===== src/rtl/uart_tx_fifo_if.sv =====
// Host-side bus of the UART transmitter: byte enqueue handshake, FIFO
// status flags and the serial line itself.
interface uart_tx_fifo_if;
  logic [7:0] wr_data;
  logic       wr_en;
  logic       full;
  logic       empty;
  logic       tx;
  logic       busy;
  logic       overflow;

  // Host side: pushes bytes, observes status and the line
  modport master (
    output wr_data,
    output wr_en,
    input  full,
    input  empty,
    input  tx,
    input  busy,
    input  overflow
  );

  // Transmitter side
  modport slave (
    input  wr_data,
    input  wr_en,
    output full,
    output empty,
    output tx,
    output busy,
    output overflow
  );
endinterface


===== src/rtl/uart_tx_fifo.sv =====
// 8N1 UART transmitter fed by a byte FIFO. Frames are sent LSB first
// (start, 8 data, stop) and follow each other with no idle gap while
// the FIFO holds data. All outputs are registered.
module uart_tx_fifo #(
  parameter int CLK_FREQ   = 50000000,
  parameter int BAUD       = 9600,
  parameter int FIFO_DEPTH = 8
) (
  input  logic           clk,
  input  logic           rst,
  uart_tx_fifo_if.slave  bus
);

  localparam int CLKS_PER_BIT = CLK_FREQ / BAUD;
  localparam int CNT_W        = (CLKS_PER_BIT > 1) ? $clog2(CLKS_PER_BIT) : 1;
  localparam int PTR_W        = (FIFO_DEPTH > 1) ? $clog2(FIFO_DEPTH) : 1;

  localparam logic [CNT_W-1:0] CNT_LAST = CNT_W'(CLKS_PER_BIT - 1);
  localparam logic [PTR_W:0]   CNT_FULL = (PTR_W + 1)'(FIFO_DEPTH);

  typedef enum logic [1:0] {
    S_IDLE,
    S_START,
    S_DATA,
    S_STOP
  } state_e;

  // FIFO storage and bookkeeping
  logic [7:0]       mem_q [FIFO_DEPTH];
  logic [PTR_W-1:0] wr_ptr_q;
  logic [PTR_W-1:0] rd_ptr_q;
  logic [PTR_W:0]   count_q;
  logic [PTR_W:0]   count_d;
  logic             full_q;
  logic             empty_q;
  logic             overflow_q;

  // Serialiser state
  state_e           state_q;
  logic [CNT_W-1:0] cnt_q;
  logic [2:0]       bit_idx_q;
  logic [7:0]       shift_q;
  logic             tx_q;
  logic             busy_q;

  logic             push;
  logic             pop;
  logic             bit_done;

  // A write is accepted only against the registered full flag, so a pop on
  // the same edge never frees room for a write that was already refused.
  assign push     = bus.wr_en && !full_q;
  assign bit_done = (cnt_q == CNT_LAST);

  // Pop the head byte when idle with data, or on the last stop-bit cycle
  // so the next start bit follows without a gap.
  always_comb begin
    pop = 1'b0;
    unique case (state_q)
      S_IDLE:  pop = !empty_q;
      S_STOP:  pop = bit_done && !empty_q;
      default: pop = 1'b0;
    endcase
  end

  // Next occupancy; simultaneous push and pop leave it unchanged
  always_comb begin
    count_d = count_q;
    unique case ({push, pop})
      2'b10:   count_d = count_q + (PTR_W + 1)'(1);
      2'b01:   count_d = count_q - (PTR_W + 1)'(1);
      default: count_d = count_q;
    endcase
  end

  // FIFO storage write; data array carries no reset
  always_ff @(posedge clk) begin
    if (push) begin
      mem_q[wr_ptr_q] <= bus.wr_data;
    end
  end

  // FIFO pointers, occupancy and registered status flags
  always_ff @(posedge clk) begin
    if (rst) begin
      wr_ptr_q   <= '0;
      rd_ptr_q   <= '0;
      count_q    <= '0;
      full_q     <= 1'b0;
      empty_q    <= 1'b1;
      overflow_q <= 1'b0;
    end else begin
      if (push) begin
        wr_ptr_q <= wr_ptr_q + PTR_W'(1);
      end
      if (pop) begin
        rd_ptr_q <= rd_ptr_q + PTR_W'(1);
      end
      count_q    <= count_d;
      full_q     <= (count_d == CNT_FULL);
      empty_q    <= (count_d == '0);
      overflow_q <= bus.wr_en && full_q;
    end
  end

  // Load the shift register with the byte being popped
  always_ff @(posedge clk) begin
    if (pop) begin
      shift_q <= mem_q[rd_ptr_q];
    end
  end

  // Frame sequencer with registered line and busy outputs
  always_ff @(posedge clk) begin
    if (rst) begin
      state_q   <= S_IDLE;
      cnt_q     <= '0;
      bit_idx_q <= '0;
      tx_q      <= 1'b1;
      busy_q    <= 1'b0;
    end else begin
      unique case (state_q)
        S_IDLE: begin
          tx_q   <= 1'b1;
          busy_q <= 1'b0;
          cnt_q  <= '0;
          if (pop) begin
            state_q <= S_START;
            tx_q    <= 1'b0;
            busy_q  <= 1'b1;
          end
        end
        S_START: begin
          if (bit_done) begin
            state_q   <= S_DATA;
            cnt_q     <= '0;
            bit_idx_q <= '0;
            tx_q      <= shift_q[0];
          end else begin
            cnt_q <= cnt_q + CNT_W'(1);
          end
        end
        S_DATA: begin
          if (bit_done) begin
            cnt_q <= '0;
            if (bit_idx_q == 3'd7) begin
              state_q <= S_STOP;
              tx_q    <= 1'b1;
            end else begin
              bit_idx_q <= bit_idx_q + 3'd1;
              tx_q      <= shift_q[bit_idx_q + 3'd1];
            end
          end else begin
            cnt_q <= cnt_q + CNT_W'(1);
          end
        end
        S_STOP: begin
          if (bit_done) begin
            cnt_q <= '0;
            if (pop) begin
              state_q <= S_START;
              tx_q    <= 1'b0;
            end else begin
              state_q <= S_IDLE;
              busy_q  <= 1'b0;
            end
          end else begin
            cnt_q <= cnt_q + CNT_W'(1);
          end
        end
        default: begin
          state_q <= S_IDLE;
          tx_q    <= 1'b1;
          busy_q  <= 1'b0;
        end
      endcase
    end
  end

  assign bus.full     = full_q;
  assign bus.empty    = empty_q;
  assign bus.tx       = tx_q;
  assign bus.busy     = busy_q;
  assign bus.overflow = overflow_q;

endmodule


===== src/flat_wrapper.sv =====
// flat-port wrapper written by rule: the top's interface ports become plain ports
module uart_tx_fifo_flat 
#(
  parameter int CLK_FREQ   = 50000000,
  parameter int BAUD       = 9600,
  parameter int FIFO_DEPTH = 8
)
  (clk, rst, bus_wr_data, bus_wr_en, bus_full, bus_empty, bus_tx, bus_busy, bus_overflow);
  uart_tx_fifo_if bus_i ();
  input  logic clk;
  input  logic rst;
  input wire logic [$bits(bus_i.wr_data)-1:0] bus_wr_data;
  input wire logic [$bits(bus_i.wr_en)-1:0] bus_wr_en;
  output wire logic [$bits(bus_i.full)-1:0] bus_full;
  output wire logic [$bits(bus_i.empty)-1:0] bus_empty;
  output wire logic [$bits(bus_i.tx)-1:0] bus_tx;
  output wire logic [$bits(bus_i.busy)-1:0] bus_busy;
  output wire logic [$bits(bus_i.overflow)-1:0] bus_overflow;
  assign bus_i.wr_data = bus_wr_data;
  assign bus_i.wr_en = bus_wr_en;
  assign bus_full = bus_i.full;
  assign bus_empty = bus_i.empty;
  assign bus_tx = bus_i.tx;
  assign bus_busy = bus_i.busy;
  assign bus_overflow = bus_i.overflow;
  uart_tx_fifo #(.CLK_FREQ(CLK_FREQ), .BAUD(BAUD), .FIFO_DEPTH(FIFO_DEPTH)) u_core (.clk(clk), .rst(rst), .bus(bus_i));
endmodule

===== config.mk =====
export PLATFORM = sky130hd
export DESIGN_NAME = uart_tx_fifo_flat
export DESIGN_NICKNAME = d
export VERILOG_FILES = /design/src/rtl/uart_tx_fifo_if.sv /design/src/rtl/uart_tx_fifo.sv /design/src/flat_wrapper.sv
export SDC_FILE = /design/constraint.sdc
export NUM_CORES = 1
export LEC_CHECK = 0
export CAP_MARGIN = 20
export CORE_ASPECT_RATIO = 0.9
export CORE_MARGIN = 3
export CORE_UTILIZATION = 60
export CTS_CLUSTER_SIZE = 10
export DETAILED_ROUTE_END_ITERATION = 7
export GPL_ROUTABILITY_DRIVEN = 0
export PLACE_DENSITY = 0.77
export SYNTH_ARGS = -nofsm -noshare
export SYNTH_HDL_FRONTEND = slang
export SYNTH_SLANG_ARGS = --single-unit

===== constraint.sdc =====
create_clock -name clk -period 6.65 [get_ports clk]
set_clock_uncertainty 0.2 [all_clocks]
set_input_delay 0.665 -clock clk [delete_from_list [all_inputs] [get_ports clk]]
set_output_delay 0.665 -clock clk [all_outputs]
set_load 0.01 [all_outputs]

==> impl_results.rst, run 1 <==
.. list-table::
   :header-rows: 1

   * - Metric
     - Value
   * - Total of warnings raised by yosys
     - 0
   * - Register bit count reported by yosys
     - approximately 110
   * - Post-place instance area
     - approximately 4700 um2
   * - Placed cell count
     - ~400
   * - Hold slack
     - around 0.27 ns
   * - Skew-Pair Late Insertion Delay
     - approximately 0.37 ns
   * - Hold Path Depth
     - 1
   * - Sum of negative setup slack
     - 0 ns
   * - End of the worst hold path
     - u_core.cnt_q[0]$_SDFF_PP0_
   * - Diodes inserted
     - 0
   * - Complex-gate fraction of the synthesized area
     - under 10%
   * - Count of TritonRoute iterations in the first routing pass
     - 4
   * - Combinational share of power
     - 23.9%
   * - Remaining max-slew budget at the tightest pin
     - between 30% and 40%
   * - Syn Inst Count
     - approximately 300
   * - Number of global-route vias before repair
     - 2440
   * - Hold Crit Class
     - register to register
   * - Number of failing setup endpoints in the final timing report
     - 0
   * - Maximum count of clock buffers along a single path
     - 2
   * - Net switching component of the power
     - approximately 0.47 mW
   * - CTS Sinks
     - around 110
   * - Number of top-level design ports
     - 16
   * - Share of synthesized area spent on multiplexers
     - between 10% and 20%
   * - Synthesized Nets
     - 328
   * - Number of cells in the finished layout apart from fillers
     - ~420
   * - Number of synthesized flops with an enable pin
     - 72
   * - Cell accounting for the most synthesized area
     - sky130_fd_sc_hd__edfxtp_1
   * - Register-to-register setup slack
     - 3.08 ns
   * - Starting Density
     - 62.4%
   * - Share of flip-flops with an asynchronous set or reset
     - 0%
   * - Ratio of cells with drive above 1 in the final layout
     - around 15%
   * - Total wire length
     - 7440 um
   * - Sequential element share of the synthesized area
     - 63.6%
   * - Setup Fix Bufs, Post-CTS
     - 0
   * - Hold Path Origin
     - u_core.cnt_q[0]$_SDFF_PP0_
   * - Slew at the pin with the worst max-slew slack
     - roughly 0.98 ns
   * - Final Cycle Share
     - a little over half
   * - Grt total ovfl
     - 0
   * - Largest voltage drop on the vdd net
     - 0.192 mV
   * - Number of failing hold endpoints at the final stage
     - 0
   * - Synth Flop Type
     - sky130_fd_sc_hd__edfxtp_1
   * - PnR worst setup slack
     - between 3 and 4 ns
   * - Share of synthesized cell area in and, or, nand and nor gates
     - around 11%
   * - Setup repair after global routing missed its margin
     - false
   * - Mapped Area
     - roughly 4400 um2
   * - Post-layout util
     - 68.5%
   * - Area of the multi-input gates
     - between 1500 and 2000 um2
   * - Resized cells post-CTS
     - 0
   * - Pins over their slew limit
     - 0
   * - Power density of the placed cells
     - between 300 and 400 nW/um2
   * - Share of the synthesized area in the top cell type
     - 48.7%
   * - Max frequency
     - 0.280 GHz
   * - Die Outline Area
     - about 8500 um2
   * - Count of distinct cell types in the synthesized netlist
     - between 40 and 50
   * - Status
     - finished, final reports clean
   * - Root Driver
     - sky130_fd_sc_hd__clkbuf_8
   * - Cells taking the most area after synthesis
     - sky130_fd_sc_hd__edfxtp_1 49%, sky130_fd_sc_hd__dfxtp_1 15%, sky130_fd_sc_hd__mux4_2 8.1%
   * - Vias after detailed routing
     - about 2400
   * - Row count
     - 29
   * - Data arrival time of the worst path
     - between 3 and 4 ns
   * - Antenna violations before repair
     - 0
   * - Synth Area in Adders
     - between 3 and 4%
   * - GRT Util Overall
     - a little under a fifth
   * - Setup CP Type
     - register to register
   * - Count of unresolved DRC violations after routing
     - 0
   * - Part of the total power dissipated in sequential elements
     - 51.3%
   * - Floorplan die height
     - a little under 90 um
   * - Core area
     - around 7100 um2
   * - Largest family of logic cells by synthesized area
     - multiplexers
   * - Wire length of the first global-routing pass
     - 12100 um
   * - Endpoint of the lowest-slack register-to-register path
     - u_core.bus.full$_SDFF_PP0_
   * - Register-to-Register Path Depth
     - 12
   * - Max-cap violation count
     - 0
   * - P_int
     - around 1.2 mW
   * - Clock buffers created by TritonCTS
     - 9
   * - Number of I/O port buffers
     - 15
   * - Xor and xnor area share after synthesis
     - 3.55%
   * - HPWL after detailed placement
     - between 4000 and 5000 um
   * - Required time worst endpoint
     - ~6.7 ns
   * - Cell area after layout
     - between 4000 and 5000 um2
   * - Sw frac
     - between 20% and 30%
   * - Deepest level of the CTS H-tree
     - 3
   * - Post-cts hold buffer count
     - 0
   * - Number of nets in the layout
     - approximately 340
   * - CTS tree
     - yes
   * - Average wire per standard cell
     - roughly 18 um
   * - Area taken by flip-flops and latches
     - roughly 2800 um2
   * - CTS clk-pin slew, worst paths
     - 0.10 ns
   * - Setup crit end kind
     - register
   * - Synthesis-to-finish area growth
     - 9.70%
   * - Remaining antenna violation count after routing
     - 0
   * - Clock power share
     - approximately a quarter
   * - Critical register-to-register path startpoint
     - u_core.state_q[1]$_SDFFE_PP0P_
   * - Kind of start point of the critical path
     - register
   * - Vias per cell
     - around 5.8
   * - Filler cell count in the final layout
     - between 500 and 600
   * - Time the worst path needs with I/O delays and setup
     - ~3.6 ns
   * - Maximum number of pins on one net before global-route repair
     - 22
   * - Final Power
     - ~1.6 mW
   * - Count of routing violations after the opening detailed-route iteration
     - 155
   * - Average cell area after synthesis
     - about 15 um2
   * - Worst setup slack before clock tree synthesis
     - about 3.1 ns
   * - Critical Path Fanout Max
     - 14
   * - Leakage power of the design
     - roughly 1.6 nW
   * - Width of the die
     - between 90 and 100 um
## how the worst max path moves through the flow
stage	startpoint	end	slack, ns	depth (start not counted)
after floorplan	u_core.state_q[1]$_SDFFE_PP0P_	u_core.bus.full$_SDFF_PP0_	3.45	12
after global placement	u_core.state_q[1]$_SDFFE_PP0P_	u_core.bus.full$_SDFF_PP0_	3.22	12
after detailed placement	u_core.state_q[1]$_SDFFE_PP0P_	u_core.bus.full$_SDFF_PP0_	3.08	12
after CTS	u_core.state_q[1]$_SDFFE_PP0P_	u_core.bus.full$_SDFF_PP0_	3.07	12
after global routing	u_core.state_q[1]$_SDFFE_PP0P_	u_core.bus.full$_SDFF_PP0_	2.75	12
final	u_core.state_q[1]$_SDFFE_PP0P_	u_core.bus.full$_SDFF_PP0_	3.08	12
## state kept, by name, summed over array words and instances (netlist names), 2 cells and up
| register | count |
|---|---|
| u_core.mem_q | 64 |
| u_core.count_q | 4 |
| u_core.shift_q | 8 |
| u_core.rd_ptr_q | 3 |
| u_core.bit_idx_q | 3 |
| u_core.state_q | 2 |
| u_core.wr_ptr_q | 3 |
| u_core.cnt_q | 13 |
## critical path, cell delays in order (launching register included)
cell and delay, ns:
sky130_fd_sc_hd__dfxtp_1 0.42, sky130_fd_sc_hd__ha_1 0.26, sky130_fd_sc_hd__or3b_2 0.47, sky130_fd_sc_hd__nor4_2 0.19, sky130_fd_sc_hd__o21a_1 0.53, sky130_fd_sc_hd__ha_1 0.35
sky130_fd_sc_hd__xor2_1 0.10, sky130_fd_sc_hd__ha_1 0.19, sky130_fd_sc_hd__a21oi_1 0.14, sky130_fd_sc_hd__xor2_1 0.16, sky130_fd_sc_hd__nor2_1 0.06, sky130_fd_sc_hd__xnor2_1 0.20
sky130_fd_sc_hd__nor4bb_1 0.21
## layer usage
layer / vias up / track usage, % / share of wire, %
met5: - / 0 / 0
met3: 9 / 6.13 / 4.0
met4: 0 / 7.27 / 1.3
li1: 1168 / - / -
met1: 1208 / 23.4 / 46
met2: 45 / 32.5 / 49
## placed cells by master, fill, tap and decap left out, types with 8 or more instances in the layout
cell type	synthesis	layout
sky130_fd_sc_hd__clkbuf_8	0	9
sky130_fd_sc_hd__clkdlybuf4s50_1	0	15
sky130_fd_sc_hd__ha_1	13	13
sky130_fd_sc_hd__xor2_1	11	11
sky130_fd_sc_hd__mux2i_1	10	10
sky130_fd_sc_hd__nand2_1	12	12
sky130_fd_sc_hd__dfxtp_1	33	33
sky130_fd_sc_hd__nand2b_1	8	8
sky130_fd_sc_hd__mux2_2	8	8
sky130_fd_sc_hd__nor2_1	39	39
sky130_fd_sc_hd__edfxtp_1	72	72
sky130_fd_sc_hd__mux4_2	16	16
## power groups by stage
stage,Clock [mW],Sequential [mW],Combinational [mW]
after floorplan,0,0.831,0.304
after global placement,0,0.849,0.382
after detailed placement,0,0.853,0.391
after CTS,0.417,0.838,0.394
after global routing,0.443,0.847,0.434
final,0.404,0.837,0.390
## logic make-up (layout without fill, tap and decap cells)
kind of cell	Yosys count	in the layout
mux	34	34
compound gates	23	23
flops	105	105
fa+ha+maj	13	13
simple gates	93	93
xor+xnor	18	18
buf+inv	18	39
## cell usage after synthesis (all sizes together), types with 2 or more instances
library cell and instances:
edfxtp 72, nor2 39, dfxtp 33, mux4 16
ha 13, nand2 12, xor2 11, mux2i 10
buf 8, mux2 8, nand2b 8, inv 7
xnor2 7, a21oi 6, nand3 6, nor3 6
o21ai 4, and2 3, clkbuf 3, nor4 3
a221o 2, nand4 2, nand4bb 2, o211a 2
o22ai 2
## final cells by class
type                            instances  share of cell area (%)
Sequential cell                       105                    58.0
Multi-Input combinational cell        181                    31.6
Timing Repair Buffer                   16                    3.24
Clock buffer                            9                    2.54
Tap cell                               93                    2.39
Clock inverter                          7                    1.72
Inverter                                7                   0.540
Power figures use the tool's default switching activity.
==> run 2: changes to the inputs <==
clock period = 3.7 ns   (was 6.65 ns; I/O delays follow)
==> impl_results.rst, run 2 (synthesis results as in run 1) <==
.. list-table::
   :header-rows: 1

   * - Metric
     - Value
   * - Status
     - finished, final reports clean
   * - Skew-Pair Late Insertion Delay
     - 0.36 ns (about the same)
   * - Number of nets in the layout
     - 354 (+2.9%)
   * - Final Cycle Share
     - 83.8% (+30 points)
   * - Setup repair after global routing missed its margin
     - false
   * - Leakage power of the design
     - 1.67 nW (+3.0%)
   * - Count of unresolved DRC violations after routing
     - 0 (unchanged)
   * - Remaining antenna violation count after routing
     - 0 (unchanged)
   * - Combinational share of power
     - 24.6% (+0.7 points)
   * - Setup Fix Bufs, Post-CTS
     - 0 (unchanged)
   * - Largest registers
     - u_core.mem_q x64, u_core.cnt_q x13, u_core.shift_q x8
   * - Hold slack
     - 0.285 ns (+0.0133 ns)
   * - Number of failing setup endpoints in the final timing report
     - 0 (unchanged)
   * - Vias per cell
     - 5.61 (-3.5%)
   * - Kind of start point of the critical path
     - register
   * - Top delay family on crit path
     - simple AND/OR/NAND/NOR gates
   * - Slew at the pin with the worst max-slew slack
     - 0.794 ns (-0.183 ns)
   * - Number of failing hold endpoints at the final stage
     - 0 (unchanged)
   * - Root Driver
     - sky130_fd_sc_hd__clkbuf_8
   * - Number of flip-flops in the largest register
     - 64 (unchanged)
   * - Max frequency
     - 0.323 GHz (+15%)
   * - Number of top-level design ports
     - 16 (unchanged)
   * - Largest voltage drop on the vdd net
     - 0.328 mV (+71%)
   * - Deepest level of the CTS H-tree
     - 3 (unchanged)
   * - Floorplan die height
     - 87.6 um (unchanged)
   * - Hold Crit Class
     - register to register
   * - Part of the total power dissipated in sequential elements
     - 50.7% (-0.6 points)
   * - Worst setup slack before clock tree synthesis
     - 0.581 ns (-2.50 ns)
   * - Most common library cell in the layout ignoring fill and taps
     - sky130_fd_sc_hd__edfxtp_1
   * - Row count
     - 29 (unchanged)
   * - Commonest cells after routing, fill and taps aside
     - 72 x sky130_fd_sc_hd__edfxtp_1, 39 x sky130_fd_sc_hd__nor2_1, 33 x sky130_fd_sc_hd__dfxtp_1, 16 x sky130_fd_sc_hd__mux4_2, 15 x sky130_fd_sc_hd__clkdlybuf4s50_1
   * - Sum of negative setup slack
     - 0 ns (unchanged)
   * - Die Outline Area
     - 8470 um2 (unchanged)
   * - Resized cells post-CTS
     - 0 (unchanged)
   * - Width of the die
     - 96.7 um (unchanged)
   * - Critical Path Fanout Max
     - 5 (-9)
   * - P_int
     - 2.10 mW (+81%)
   * - Number of global-route vias before repair
     - 2411 (-1.2%)
   * - Post-cts hold buffer count
     - 0 (unchanged)
   * - Core area
     - 7110 um2 (unchanged)
   * - Number of cells in the finished layout apart from fillers
     - 428 (+2.4%)
   * - Ratio of cells with drive above 1 in the final layout
     - 16.4% (+1.6 points)
   * - CTS Sinks
     - 105 (unchanged)
   * - Setup crit end kind
     - register
   * - PnR worst setup slack
     - 0.599 ns (-2.48 ns)
   * - Clock buffers created by TritonCTS
     - 9 (unchanged)
   * - Time the worst path needs with I/O delays and setup
     - 3.10 ns (-0.466 ns)
   * - Buffer and inverter count on the worst path
     - 0 (unchanged)
   * - Slowest cell on the critical path
     - sky130_fd_sc_hd__or3b_2
   * - Average wire per standard cell
     - 16.7 um (-5.9%)
   * - Synthesis-to-finish area growth
     - 11.1%
   * - Pins over their slew limit
     - 0 (unchanged)
   * - Sw frac
     - 28.7% (-0.38 points)
   * - Grt total ovfl
     - 0 (unchanged)
   * - Count of TritonRoute iterations in the first routing pass
     - 4 (unchanged)
   * - Maximum count of clock buffers along a single path
     - 2 (unchanged)
   * - Worst path most repeated cell
     - sky130_fd_sc_hd__ha_1
   * - CTS tree
     - yes
   * - Remaining max-slew budget at the tightest pin
     - 47.0% (+12 points)
   * - Wire length of the first global-routing pass
     - 12100 um (+0.29%)
   * - Clock power share
     - 24.7% (about the same)
   * - Total wire length
     - 7160 um (-3.7%)
   * - Number of I/O port buffers
     - 15 (unchanged)
   * - Net switching component of the power
     - 0.844 mW (+78%)
   * - Power density of the placed cells
     - 596 nW/um2 (+78%)
   * - Data arrival time of the worst path
     - 3.17 ns (-0.48 ns)
   * - Antenna violations before repair
     - 0 (unchanged)
   * - Cells traversed along the worst timing path
     - ha_1, or3b_2, nor4_2, o21a_1, ha_1, xor2_1, ha_1, a21oi_1, xor2_1, nor2_1, xnor2_1, nor4bb_1
   * - Maximum number of pins on one net before global-route repair
     - 22 (unchanged)
   * - Placed cell count
     - 412 (+2.5%)
   * - Crit path largest cell delay
     - 0.47 ns (-0.06 ns)
   * - Max-cap violation count
     - 0 (unchanged)
   * - Required time worst endpoint
     - 3.77 ns (-2.96 ns)
   * - CTS clk-pin slew, worst paths
     - 0.10 ns (about the same)
   * - Diodes inserted
     - 0 (unchanged)
   * - Count of routing violations after the opening detailed-route iteration
     - 111 (-28%)
   * - GRT Util Overall
     - 18.7% (-0.49 points)
   * - Register with the most flip-flops
     - u_core.mem_q
   * - Setup CP Type
     - register to register
   * - Starting Density
     - 62.4% (unchanged)
   * - HPWL after detailed placement
     - 4650 um (-4.9%)
   * - Vias after detailed routing
     - 2401 (-1.2%)
==> run 2: changes by cell type in the layout (fill, tap and decap cells not counted), sizes merged <==
cell,delta
clkinvlp,-1
buf,+10
clkbuf,+1
inv,+1
clkinv,-1
==> run 2: metrics by stage <==
step                area (um2)  power (mW)  util (%)
floorplan                 4440        2.04         -
global placement          4730        2.23      66.4
detailed placement        4730        2.24      66.4
CTS                       4930        2.97      69.4
global route              4930        3.11      69.4
finish                    4930        2.94      69.4
==> run 2: worst paths after layout <==
path / from / endpoint / slack (ns) / cells after the start
max: u_core.state_q[1]$_SDFFE_PP0P_ / u_core.bus.full$_SDFF_PP0_ / 0.60 / 12
min: u_core.cnt_q[0]$_SDFF_PP0_ / u_core.cnt_q[0]$_SDFF_PP0_ / 0.29 / 1
max reg2reg: u_core.state_q[1]$_SDFFE_PP0P_ / u_core.bus.full$_SDFF_PP0_ / 0.60 / 12
min reg2reg: u_core.cnt_q[0]$_SDFF_PP0_ / u_core.cnt_q[0]$_SDFF_PP0_ / 0.29 / 1
==> run 2: final cells by class <==
class	count	area (um2)
inverter	7	26.3
fill	496	2180
tap	93	116
timing repair buffer	26	233
sequential	105	2820
multi-input combinational	181	1530
clock buffer	10	128
clock inverter	6	78.8
==> run 2: routing by layer <==
metal / share of wire [%] / GRT usage (%) / up-vias / wire length (um)
met4: 1.9 / 7.65 / 0 / 137
met1: 48 / 24.7 / 1161 / 3450
met2: 47 / 30.9 / 42 / 3360
li1: - / - / 1183 / -
met5: 0 / 0 / - / 0
met3: 2.9 / 3.82 / 15 / 210
==> run 2: power by group through the flow <==
| stage | clock network, mW | logic (mW) | registers, mW |
|---|---|---|---|
| finish | 0.727 | 0.723 | 1.49 |
| global placement | 0 | 0.712 | 1.52 |
| detailed placement | 0 | 0.726 | 1.52 |
| CTS | 0.748 | 0.729 | 1.49 |
| floorplan | 0 | 0.547 | 1.49 |
| global route | 0.794 | 0.805 | 1.51 |
==> run 3: changes to the inputs <==
clock period = 3.2 ns   (was 3.7 ns; I/O delays follow)
==> impl_results.rst, run 3 (synthesis results as in run 1) <==
.. list-table::
   :header-rows: 1

   * - Metric
     - Value
   * - Number of global-route vias before repair
     - 2535 (+5.1%)
   * - Floorplan die height
     - 87.6 um (unchanged)
   * - Diodes inserted
     - 0 (unchanged)
   * - Number of failing hold endpoints at the final stage
     - 0 (unchanged)
   * - Kind of start point of the critical path
     - register
   * - Crit path largest cell delay
     - 0.48 ns (about the same)
   * - Deepest level of the CTS H-tree
     - 3 (unchanged)
   * - Met3 GRT Util
     - 4.62% (+0.80 points)
   * - Count of routing violations after the opening detailed-route iteration
     - 95 (-14%)
   * - Largest registers
     - u_core.mem_q x64, u_core.cnt_q x13, u_core.shift_q x8
   * - Required time worst endpoint
     - 3.29 ns (-0.48 ns)
   * - Setup Fix Bufs, Post-CTS
     - 0 (unchanged)
   * - GRT Util Overall
     - 20.0% (+1.4 points)
   * - Global-route track usage on met1
     - 27.3% (+2.6 points)
   * - Filler cell count in the final layout
     - 493 (-0.60%)
   * - Remaining max-slew budget at the tightest pin
     - 43.9% (-3.1 points)
   * - Clock buffers created by TritonCTS
     - 9 (unchanged)
   * - Vias after detailed routing
     - 2511 (+4.6%)
   * - Post-cts hold buffer count
     - 0 (unchanged)
   * - Met2 global-route usage
     - 32.8% (+1.9 points)
   * - Number of failing setup endpoints in the final timing report
     - 0 (unchanged)
   * - Ratio of cells with drive above 1 in the final layout
     - 18.7% (+2.3 points)
   * - Max frequency
     - 0.335 GHz (+3.7%)
   * - Number of flip-flops in the largest register
     - 64 (unchanged)
   * - Status
     - finished, final reports clean
   * - Resized cells post-CTS
     - 0 (unchanged)
   * - Register-to-Register Path Depth
     - 12 (unchanged)
   * - Placed cell count
     - 414 (+0.49%)
   * - Wire length of the first global-routing pass
     - 13000 um (+6.8%)
   * - Most common library cell in the layout ignoring fill and taps
     - sky130_fd_sc_hd__edfxtp_1
   * - Maximum number of pins on one net before global-route repair
     - 21 (-4.5%)
   * - Skew-Pair Late Insertion Delay
     - 0.37 ns (about the same)
   * - Crit. Startpoint
     - u_core.state_q[1]$_SDFFE_PP0P_
   * - Row count
     - 29 (unchanged)
   * - Power density of the placed cells
     - 689 nW/um2 (+16%)
   * - Max-cap violation count
     - 0 (unchanged)
   * - Slowest cell on the critical path
     - sky130_fd_sc_hd__or3b_2
   * - Hold Path Origin
     - u_core.bus.full$_SDFF_PP0_
   * - Critical Path Fanout Max
     - 5 (unchanged)
   * - Pins over their slew limit
     - 0 (unchanged)
   * - Number of cells in the finished layout apart from fillers
     - 430 (+0.47%)
   * - CTS Sinks
     - 105 (unchanged)
   * - Average wire per standard cell
     - 18.6 um (+11%)
   * - Count of unresolved DRC violations after routing
     - 0 (unchanged)
   * - Remaining antenna violation count after routing
     - 0 (unchanged)
   * - Width of the die
     - 96.7 um (unchanged)
   * - Top delay family on crit path
     - simple AND/OR/NAND/NOR gates
   * - Area taken by flip-flops and latches
     - 2830 um2 (about the same)
   * - End of the worst hold path
     - u_core.bus.overflow$_SDFF_PP0_
   * - Vias per cell
     - 5.84 (+4.1%)
   * - Grt total ovfl
     - 0 (unchanged)
   * - Commonest cells after routing, fill and taps aside
     - 72 x sky130_fd_sc_hd__edfxtp_1, 39 x sky130_fd_sc_hd__nor2_1, 31 x sky130_fd_sc_hd__dfxtp_1, 16 x sky130_fd_sc_hd__mux4_2, 15 x sky130_fd_sc_hd__clkdlybuf4s50_1
   * - Final Cycle Share
     - 93.4% (+9.6 points)
   * - Setup CP Type
     - register to register
   * - Leakage power of the design
     - 1.69 nW (+1.2%)
   * - Core area
     - 7110 um2 (unchanged)
   * - Setup repair after global routing missed its margin
     - false
   * - HPWL after detailed placement
     - 5390 um (+16%)
   * - CTS tree
     - yes
   * - Synthesis-to-finish area growth
     - 12.2%
   * - Register-to-register setup slack
     - 0.21 ns (-0.39 ns)
   * - Hold Path Depth
     - 2 (+1)
   * - Hold Crit Class
     - register to register
   * - Number of top-level design ports
     - 16 (unchanged)
   * - Slew at the pin with the worst max-slew slack
     - 0.841 ns (+0.0467 ns)
   * - Root Driver
     - sky130_fd_sc_hd__clkbuf_8
   * - Register with the most flip-flops
     - u_core.mem_q
   * - Critical register-to-register path startpoint
     - u_core.state_q[1]$_SDFFE_PP0P_
   * - Area of the multi-input gates
     - 1550 um2 (+1.5%)
   * - Endpoint of the lowest-slack register-to-register path
     - u_core.bus.full$_SDFF_PP0_
   * - Sum of negative setup slack
     - 0 ns (unchanged)
   * - Antenna violations before repair
     - 0 (unchanged)
   * - Number of nets in the layout
     - 356 (+0.56%)
   * - Number of I/O port buffers
     - 15 (unchanged)
   * - Setup crit end kind
     - register
   * - Starting Density
     - 62.4% (unchanged)
   * - Buffer and inverter count on the worst path
     - 0 (unchanged)
   * - Grt peak-use layer
     - met2
   * - Largest voltage drop on the vdd net
     - 0.357 mV (+8.7%)
   * - Die Outline Area
     - 8470 um2 (unchanged)
   * - Maximum count of clock buffers along a single path
     - 2 (unchanged)
   * - CTS clk-pin slew, worst paths
     - 0.11 ns (about the same)
   * - Time the worst path needs with I/O delays and setup
     - 2.99 ns (-0.111 ns)
   * - Data arrival time of the worst path
     - 3.08 ns (-0.09 ns)
   * - Total wire length
     - 7980 um (+11%)
   * - Cells traversed along the worst timing path
     - ha_1, or3b_2, nor4_4, o21a_2, ha_2, xor2_1, ha_1, a21oi_1, xor2_1, nor2_1, xnor2_2, nor4bb_1
   * - Count of TritonRoute iterations in the first routing pass
     - 4 (unchanged)
[run 3: cell count changes in the layout (fill, tap and decap cells not counted), sizes merged]
cell,before,now
clkinvlp,0,1
clkinv,0,3
buf,11,13
clkbuf,10,9
inv,12,10
bufinv,1,0
[run 3: per-layer routing]
layer  up-vias  wire length, um
met5         -                0
met4         0               92
met3         9              328
met2        51             3950
met1      1257             3610
li1       1194                -
[run 3: worst max-delay path by stage]
stage | endpoint | cells past startpoint | slack, ns
after floorplan | u_core.bus.full$_SDFF_PP0_ | 12 | 0.15
after global placement | u_core.bus.full$_SDFF_PP0_ | 12 | 0.29
after detailed placement | u_core.bus.full$_SDFF_PP0_ | 12 | 0.05
after CTS | u_core.bus.full$_SDFF_PP0_ | 12 | 0.03
after global routing | u_core.bus.full$_SDFF_PP0_ | 12 | 0.007
final | u_core.bus.full$_SDFF_PP0_ | 12 | 0.21
[run 3: cell type report]
class                      count  area share, %
timing repair buffer          28           5.30
multi-input combinational    181           31.1
clock buffer                   9           2.49
clock inverter                 7           1.46
sequential                   105           56.7
tap                           93           2.34
inverter                       7          0.528
[run 3: power breakdown]
group / internal, mW / total, mW / switching, mW
combinational: 0.449 / 0.887 / 0.438
clock: 0.304 / 0.791 / 0.487
sequential: 1.63 / 1.75 / 0.125
[run 3: metrics by stage]
| step | setup slack (ns) | hold WS [ns] | utilization (%) | instance area (um2) | total power [mW] |
|---|---|---|---|---|---|
| after floorplan | 0.147 | 0.196 | - | 4440 | 2.36 |
| after global placement | 0.294 | 0.243 | 66.9 | 4750 | 2.59 |
| after detailed placement | 0.0474 | 0.262 | 66.9 | 4750 | 2.65 |
| after CTS | 0.0334 | 0.271 | 69.6 | 4950 | 3.43 |
| after global routing | 0.00714 | 0.300 | 70.0 | 4980 | 3.61 |
| final | 0.211 | 0.280 | 70.0 | 4980 | 3.43 |
[run 3: worst min-delay path, stage by stage, from the launching register on]
cell and delay [ns]:
sky130_fd_sc_hd__dfxtp_1 0.35, sky130_fd_sc_hd__nand2_1 0.07, sky130_fd_sc_hd__nor2_1 0.03
